--- src/rtl/mesh_pkg.sv ---
// Shared mesh parameters and preload sequencer state encoding.
// Used by weight_preload_sequencer and its beat_serializer.
package mesh_pkg;

  localparam int DW     = 8;
  localparam int ROWS   = 8;
  localparam int COLS   = 8;
  localparam int ROW_W  = 3;
  localparam int COL_W  = 3;
  localparam int LANES  = 4;
  localparam int ADDR_W = ROW_W + COL_W;

  typedef enum logic [1:0] {
    IDLE,
    LOAD,
    FIRE
  } preload_state_t;

endpackage

--- src/rtl/weight_preload_sequencer_beat_serializer.sv ---
// Beat holding register and lane counter for the preload sequencer.
// The held beat is the one whose lane word is currently on the output.
import mesh_pkg::*;

module beat_serializer #(
  parameter int DW    = mesh_pkg::DW,
  parameter int LANES = mesh_pkg::LANES
) (
  input  logic                clk,
  input  logic                rst,
  input  logic                clear,
  input  logic                en,
  input  logic                s_valid,
  output logic                s_ready,
  input  logic [LANES*DW-1:0] s_data,
  output logic                word_valid,
  output logic [DW-1:0]       word,
  output logic                last,
  output logic                advance
);

  localparam int LW = (LANES > 1) ? $clog2(LANES) : 1;

  logic [LANES*DW-1:0] hold;
  logic                hold_valid;
  logic [LW-1:0]       lane;
  logic [LW-1:0]       lane_nx;
  logic                fire;
  logic                step;

  assign last       = (lane == LW'(LANES - 1));
  assign s_ready    = en && (!hold_valid || last);
  assign fire       = s_valid && s_ready;
  assign step       = hold_valid && !last;
  assign advance    = fire || step;
  assign lane_nx    = lane + 1'b1;
  assign word_valid = hold_valid;

  // Capture a beat on handshake, then walk its lanes one per cycle.
  always_ff @(posedge clk) begin
    if (rst) begin
      hold       <= '0;
      hold_valid <= 1'b0;
      lane       <= '0;
      word       <= '0;
    end else if (clear) begin
      hold_valid <= 1'b0;
      lane       <= '0;
    end else if (fire) begin
      hold       <= s_data;
      hold_valid <= 1'b1;
      lane       <= '0;
      word       <= s_data[DW-1:0];
    end else if (step) begin
      lane       <= lane_nx;
      word       <= hold[int'(lane_nx)*DW +: DW];
    end else begin
      hold_valid <= 1'b0;
    end
  end

endmodule

--- src/rtl/weight_preload_sequencer.sv ---
// Serializes packed weight beats into mesh preload writes, then pulses start.
// Define PRELOAD_TRANSPOSE_EN for column-major address order.
import mesh_pkg::*;

module weight_preload_sequencer #(
  parameter int DW    = mesh_pkg::DW,
  parameter int ROWS  = mesh_pkg::ROWS,
  parameter int COLS  = mesh_pkg::COLS,
  parameter int ROW_W = mesh_pkg::ROW_W,
  parameter int COL_W = mesh_pkg::COL_W,
  parameter int LANES = mesh_pkg::LANES
) (
  input  logic                   clk,
  input  logic                   rst,
  input  logic                   load_req,
  output logic                   busy,
  output logic                   done,
  input  logic                   s_valid,
  output logic                   s_ready,
  input  logic [LANES*DW-1:0]    s_data,
  output logic                   preload_valid,
  output logic [ROW_W+COL_W-1:0] preload_addr,
  output logic [DW-1:0]          preload_data,
  output logic                   start
);

  localparam int NBEATS = (ROWS * COLS) / LANES;
  localparam int BW     = (NBEATS > 1) ? $clog2(NBEATS) : 1;

  preload_state_t state, state_n;

  logic [ROW_W-1:0] row;
  logic [COL_W-1:0] col;
  logic [BW-1:0]    beat_cnt;
  logic             all_in;
  logic             start_load;
  logic             ser_en;
  logic             beat_fire;
  logic             word_valid;
  logic             last_lane;
  logic             advance;
  logic             row_end;
  logic             col_end;

  assign start_load = (state == IDLE) && load_req;
  assign ser_en     = (state == LOAD) && !all_in;
  assign beat_fire  = s_valid && s_ready;
  assign row_end    = (row == ROW_W'(ROWS - 1));
  assign col_end    = (col == COL_W'(COLS - 1));

  beat_serializer #(
    .DW    (DW),
    .LANES (LANES)
  ) u_ser (
    .clk        (clk),
    .rst        (rst),
    .clear      (start_load),
    .en         (ser_en),
    .s_valid    (s_valid),
    .s_ready    (s_ready),
    .s_data     (s_data),
    .word_valid (word_valid),
    .word       (preload_data),
    .last       (last_lane),
    .advance    (advance)
  );

  assign preload_valid = word_valid;

  // Next-state: the load ends once the final lane of the final beat shows.
  always_comb begin
    state_n = state;
    unique case (state)
      IDLE: if (load_req) state_n = LOAD;
      LOAD: if (word_valid && last_lane && all_in) state_n = FIRE;
      FIRE: state_n = IDLE;
      default: state_n = IDLE;
    endcase
  end

  // State register and registered busy/start/done.
  always_ff @(posedge clk) begin
    if (rst) begin
      state <= IDLE;
      busy  <= 1'b0;
      start <= 1'b0;
      done  <= 1'b0;
    end else begin
      state <= state_n;
      busy  <= (state_n != IDLE);
      start <= (state_n == FIRE);
      done  <= (state_n == FIRE);
    end
  end

  // Count accepted beats so intake closes after the last one.
  always_ff @(posedge clk) begin
    if (rst || start_load) begin
      beat_cnt <= '0;
      all_in   <= 1'b0;
    end else if (beat_fire) begin
      beat_cnt <= beat_cnt + 1'b1;
      if (beat_cnt == BW'(NBEATS - 1)) all_in <= 1'b1;
    end
  end

  // Element counters hold the next address; latch it as each word appears.
  always_ff @(posedge clk) begin
    if (rst) begin
      row          <= '0;
      col          <= '0;
      preload_addr <= '0;
    end else if (start_load) begin
      row <= '0;
      col <= '0;
    end else if (advance) begin
      preload_addr <= {row, col};
`ifdef PRELOAD_TRANSPOSE_EN
      if (row_end) begin
        row <= '0;
        col <= col + 1'b1;
      end else begin
        row <= row + 1'b1;
      end
`else
      if (col_end) begin
        col <= '0;
        row <= row + 1'b1;
      end else begin
        col <= col + 1'b1;
      end
`endif
    end
  end

endmodule

--- config.mk ---
export PLATFORM = sky130hd
export DESIGN_NAME = weight_preload_sequencer
export DESIGN_NICKNAME = d
export VERILOG_FILES = /design/src/rtl/mesh_pkg.sv /design/src/rtl/weight_preload_sequencer_beat_serializer.sv /design/src/rtl/weight_preload_sequencer.sv
export SDC_FILE = /design/constraint.sdc
export NUM_CORES = 1
export LEC_CHECK = 0
export CORE_MARGIN = 1.5
export CORE_UTILIZATION = 51
export DETAILED_ROUTE_END_ITERATION = 16
export PLACE_DENSITY = 0.82
export SYNTH_ARGS = -nofsm -noshare
export SYNTH_HDL_FRONTEND = slang
export SYNTH_HIERARCHICAL = 1
export SYNTH_SLANG_ARGS = --single-unit
--- constraint.sdc ---
create_clock -name clk -period 2.3 [get_ports clk]
set_input_delay 0.345 -clock clk [delete_from_list [all_inputs] [get_ports clk]]
set_output_delay 0.345 -clock clk [all_outputs]
set_load 0.005 [all_outputs]
==> results_dict.tcl, run 1 <==
set metrics [dict create \
    async_reset_ff_share_pct 0 \
    reg2reg_depth 5 \
    die_area_mm2 0.00578 \
    synthToLayoutAreaGrowth_pct 28.3 \
    worstPathMaxFanout 6 \
    finalCriticalPeriod_ps 2200 \
    ys_seq_area_share_pct 47.1 \
    die_w_um 76.0 \
    clkSlewWorstSetupHoldPaths_ps 60 \
    synth_most_common_cell "nand2_1" \
    initial_utilization_pct 53.2 \
    cts_setup_buffers 0 \
    synth_top_cells_by_area "dfxtp_1 47%, nand2_1 12%, a21oi_1 6.6%" \
    ios 55 \
    power.total_mw 2.38 \
    core_area_mm2 0.00511 \
    cap_violations 0 \
    relSlewSlack_pct 67.2 \
    drt-vias-per-instance 5.16 \
    antenna_found_initial 0 \
    clk_latency_ps 330 \
    synth_cells 302 \
    ctsResizeCount 0 \
    synthMuxAreaShare_pct 9.58 \
    critPathCaptureType "output pin" \
    netlist_top_cells_count "88 x nand2_1, 64 x dfxtp_1, 36 x a21oi_1, 17 x nor2_1, 12 x nand2b_1" \
    yosys.area.top_type "dfxtp_1" \
    synth_compound_area_share_pct 10.8 \
    avgRoutedWirePerCell_um 12.8 \
    worstSetupStartpoint "u_ser/lane[0]$_SDFFE_PP0P_" \
    drt_iter0_drc 114 \
    tightestPinTransition_ps 491 \
    drive_above_1_share_pct 10.9 \
    p_leak_nw 1.20 \
    port_buffers 54 \
    overflow 0 \
    fmax_ghz 0.455 \
    synth_nets 343 \
    num_vias 2212 \
    cts_tree "done" \
    cts_sinks 64 \
    synth_enable_flop_cells 0 \
    ctsHtreeMaxLevel 3 \
    period_share_pct 95.5 \
    grt_pass1_vias 2014 \
    arrival_ps 1850 \
    cts_hold_buf 0 \
    routed_wl_mm 5.51 \
    holdPathStages 2 \
    cts_buffer_depth 2 \
    gp_congestion 0.751 \
    reg2reg_slack_ps 540 \
    yosys.area_share.simple_pct 23.7 \
    ys_warn_count 6 \
    post-dp-hpwl_mm 3.69 \
    nets 395 \
    cts_root_buffer "clkbuf_8" \
    hold_path.class "input pin to register" \
    hp-start "rst" \
    firstDrtPassIters 4 \
    status "complete, no violations" \
    cts_buffers 9 \
    final_hold_viol_count 0 \
    rr_startpoint "state[0]$_SDFF_PP0_" \
    crit_type "register to output pin" \
    yosysTopAreaCellShare_pct 47.1 \
    synth-xor-area-share_pct 1.61 \
    diodes 0 \
    grt_use_total_pct 20.8 \
    avgSynthCellArea_um2 9.00 \
    yosys_register_bits 64 \
    powerDensity_mw_per_mm2 682 \
    synth_area_mm2 0.00272 \
    worst_setup_path_start_kind "register" \
    synthFlopType "dfxtp_1" \
    synth_cell_types 36 \
    drc 0 \
    yosys.area_share.adder_pct 2.30 \
    rows 26 \
    synth_top_family_by_area "simple AND/OR/NAND/NOR gates" \
    finalMaxSlewViolations 0 \
    rsz0062_at_grt "false" \
    worst_ep_required_time_ps 1960 \
    ir_drop_v 0.000529 \
    whs_ps 401 \
    grt_pass1_wl_mm 9.43 \
    die_h_um 76.0 \
    setup_viol 0 \
    finClkSkew_ps 3.60 \
    antenna_left 0 \
    grt_max_degree 40 \
    tns_ps 0 \
]
final cells by class:
cell class / count / area [µm²]
Timing Repair Buffer: 60 / 593
Sequential cell: 64 / 1280
Inverter: 1 / 3.75
Clock buffer: 13 / 159
Multi-Input combinational cell: 218 / 1320
Tap cell: 70 / 87.6
Fill cell: 438 / 1620
Clock inverter: 3 / 40.0
sequential cells by signal, indices dropped and copies added (netlist names):
| name | cells |
|---|---|
| all_in | 1 |
| beat_cnt | 4 |
| busy | 1 |
| col | 3 |
| preload_addr | 6 |
| row | 3 |
| start | 1 |
| state | 2 |
| u_ser/hold | 32 |
| u_ser/lane | 2 |
| u_ser/word | 8 |
| u_ser/word_valid | 1 |
placed cells by master (no fill, tap or decap), types with 5 or more instances in the layout:
cell type	synthesis	final
a21oi_1	36	36
a311oi_1	8	8
buf_4	4	5
clkbuf_8	0	11
clkdlybuf4s50_1	0	53
dfxtp_1	64	64
mux2i_1	8	8
mux4_2	8	8
nand2_1	88	88
nand2b_1	12	12
nand3_1	6	6
nor2_1	17	17
worst max-delay path, stage by stage, from the launching register on:
cell and delay (ps):
dfxtp_1 350, ha_2 240, nand2b_4 180, and2_1 220
clkdlybuf4s50_1 520
cell families (layout without fill, tap and decap cells):
family	count (synthesis)	count (layout)
buf+inv	20	77
simple gates	143	143
mux	16	16
xor+xnor	5	5
fa+ha+maj	5	5
flops	64	64
compound gates	49	49
power by group:
group | internal [mW] | switching [mW]
sequential | 1.15 | 0.0215
clock | 0.557 | 0.396
combinational | 0.138 | 0.119
path summary, 6_finish.rpt:
| path | end |
|---|---|
| worst max-delay path | s_ready |
| worst min-delay path | u_ser/hold[25]$_SDFFE_PP0P_ |
| worst max register to register | u_ser/word[7]$_SDFFE_PP0P_ |
| worst min register to register | u_ser/hold[29]$_SDFFE_PP0P_ |
metrics by stage:
step / util [%] / setup slack [ps] / cell area (µm²) / std cells
5_1_grt: 68.3 / 48.0 / 3490 / 429
3_5_place_dp: 64.1 / 285 / 3280 / 413
2_1_floorplan: - / 636 / 2720 / 302
6_report: 68.3 / 103 / 3490 / 429
3_3_place_gp: 64.1 / 310 / 3280 / 413
4_1_cts: 68.0 / 5.03 / 3470 / 429
routing by layer:
metal  GRT usage, %  part of all wire, %
met1           26.0                   45
met4           8.33                  1.1
met2           33.4                   49
met5              0                    0
met3           6.83                  4.9
(Power assumes the default switching activity.)
==> inputs of run 2 (changes only) <==
--- a/config.mk
+++ b/config.mk
@@ -6,9 +6,9 @@
 export NUM_CORES = 1
 export LEC_CHECK = 0
 export CORE_MARGIN = 1.5
-export CORE_UTILIZATION = 51
+export CORE_UTILIZATION = 46
 export DETAILED_ROUTE_END_ITERATION = 16
-export PLACE_DENSITY = 0.82
+export PLACE_DENSITY = 0.79
 export SYNTH_ARGS = -nofsm -noshare
 export SYNTH_HDL_FRONTEND = slang
 export SYNTH_HIERARCHICAL = 1
==> constraint.sdc (replaced) <==
create_clock -name clk -period 1.9 [get_ports clk]
set_input_delay 0.285 -clock clk [delete_from_list [all_inputs] [get_ports clk]]
set_output_delay 0.285 -clock clk [all_outputs]
set_load 0.005 [all_outputs]
==> results_dict.tcl, run 2 (same netlist as run 1, synthesis figures left out) <==
set metrics [dict create \
    grt_pass1_vias 2219 \
    relSlewSlack_pct 70.6 \
    cts_buffer_depth 2 \
    ios 55 \
    hold_path.class "input pin to register" \
    drc 0 \
    critPathCaptureType "output pin" \
    worst_setup_path_start_kind "register" \
    layout_commonest_cell "nand2_1" \
    cpMaxStageDelayCell "dfxtp_2" \
    setup_viol 0 \
    die_h_um 79.9 \
    p_leak_nw 1.28 \
    cap_violations 0 \
    grt_pass1_wl_mm 9.77 \
    rows 27 \
    drt-vias-per-instance 5.06 \
    cts_hold_buf 0 \
    routed_wl_mm 5.67 \
    antenna_left 0 \
    arrival_ps 1390 \
    layout_common_cells "88 x nand2_1, 63 x dfxtp_1, 52 x clkdlybuf4s50_1, 36 x a21oi_1" \
    path_cells "ha_2 > nand2b_4 > and2_1 > dlygate4sd2_1" \
    synthToLayoutAreaGrowth_pct 32.5 \
    postPlaceCellArea_mm2 0.00340 \
    initial_utilization_pct 48.5 \
    num_vias 2236 \
    cts_root_buffer "clkbuf_8" \
    fmax_ghz 0.598 \
    overflow 0 \
    utilization_pct 64.2 \
    antenna_found_initial 0 \
    power.total_mw 2.81 \
    stdcell_area_mm2 0.00360 \
    worst_ep_required_time_ps 1620 \
    diodes 0 \
    die_w_um 79.9 \
    grt_max_degree 33 \
    firstDrtPassIters 4 \
    drt_iter0_drc 84 \
    status "complete, no violations" \
    tightestPinTransition_ps 440 \
    finalMaxSlewViolations 0 \
    nFillCells 488 \
    cts_sinks 64 \
    max_stage_delay_ps 320 \
    cts_tree "done" \
    core_area_mm2 0.00561 \
    finClkSkew_ps 6.26 \
    ctsHtreeMaxLevel 3 \
    fin_cells 442 \
    final_hold_viol_count 0 \
    cts_buffers 9 \
    clkSlewWorstSetupHoldPaths_ps 60 \
    clk_latency_ps 330 \
    top_register "u_ser/hold" \
    largest_reg_flops 32 \
    die_area_mm2 0.00638 \
    drive_above_1_share_pct 14.3 \
    port_buffers 54 \
    critPathBufInv 1 \
    finalCriticalPeriod_ps 1670 \
    gp_congestion 0.793 \
    rsz0062_at_grt "false" \
    worstPathMaxFanout 2 \
    dp_cells 428 \
    powerDensity_mw_per_mm2 781 \
    ir_drop_v 0.000479 \
    whs_ps 324 \
    avgRoutedWirePerCell_um 12.8 \
    period_share_pct 88.0 \
    post-dp-hpwl_mm 4.03 \
    crit_type "register to output pin" \
    grt_use_total_pct 19.9 \
    nets 409 \
    reg_top3 "u_ser/hold (32), u_ser/word (8), preload_addr (6)" \
    cpLargestDelayFamily "flip-flops" \
]
-- run 2: cell count changes in the layout (fill, tap and decap cells not counted), moves of 2 or more --
cell,change
buf_4,+12
clkbuf_8,+2
clkbuf_1,-2
buf_12,+2
clkinv_2,-2
-- run 2: path summary, 6_finish.rpt --
path | start | to | slack (ps) | cells after the start
setup / recovery | u_ser/lane[0]$_SDFFE_PP0P_ | s_ready | 230 | 4
hold / removal | rst | u_ser/word_valid$_SDFFE_PP0P_ | 320 | 2
setup reg to reg | all_in$_SDFFE_PP0P_ | preload_addr[2]$_SDFFE_PP0P_ | 250 | 6
hold reg to reg | u_ser/hold[23]$_SDFFE_PP0P_ | u_ser/hold[23]$_SDFFE_PP0P_ | 450 | 2
-- run 2: timing repair --
item                       in CTS  in global routing
setup endpoints to repair       1                  0
gates resized for setup         5                  0
setup buffers                   1                  0
-- run 2: worst reg2reg max path: cells and delay by family (launching register included) --
family | cells | cell delay (ps)
multiplexers | 1 | 230
buffers and inverters | 1 | 70
AND/OR/NAND/NOR | 4 | 940
flip-flops | 1 | 330
-- run 2: routing by layer --
| layer | GRT usage (%) | part of all wire, % |
|---|---|---|
| met1 | 24.1 | 45 |
| met5 | 0 | 0 |
| met3 | 4.23 | 3.9 |
| met2 | 33.3 | 50 |
| met4 | 9.48 | 1.4 |
-- run 2: power breakdown --
part           total (mW)  leakage (nW)  switching, mW  internal [mW]
Combinational       0.341         0.662          0.150          0.190
Sequential           1.41         0.520         0.0241           1.39
Clock                1.06        0.0935          0.466          0.595
Total                2.81          1.28          0.640           2.17
-- run 2: layout make-up --
class / count / area, µm² / share of cell area [%]
Multi-Input combinational cell: 218 / 1320 / 36.7
Sequential cell: 64 / 1280 / 35.6
Timing Repair Buffer: 74 / 722 / 20.1
Clock buffer: 13 / 179 / 4.97
Tap cell: 72 / 90.1 / 2.50
Inverter: 1 / 3.75 / 0.104
-- run 2: per-stage QoR --
step / setup TNS [ps] / worst slack (ps)
after floorplan: 0 / 236
after global placement: 0 / 20.0
after detailed placement: -17.9 / -10.4
after CTS: 0 / 213
after global routing: 0 / 99.7
final: 0 / 228
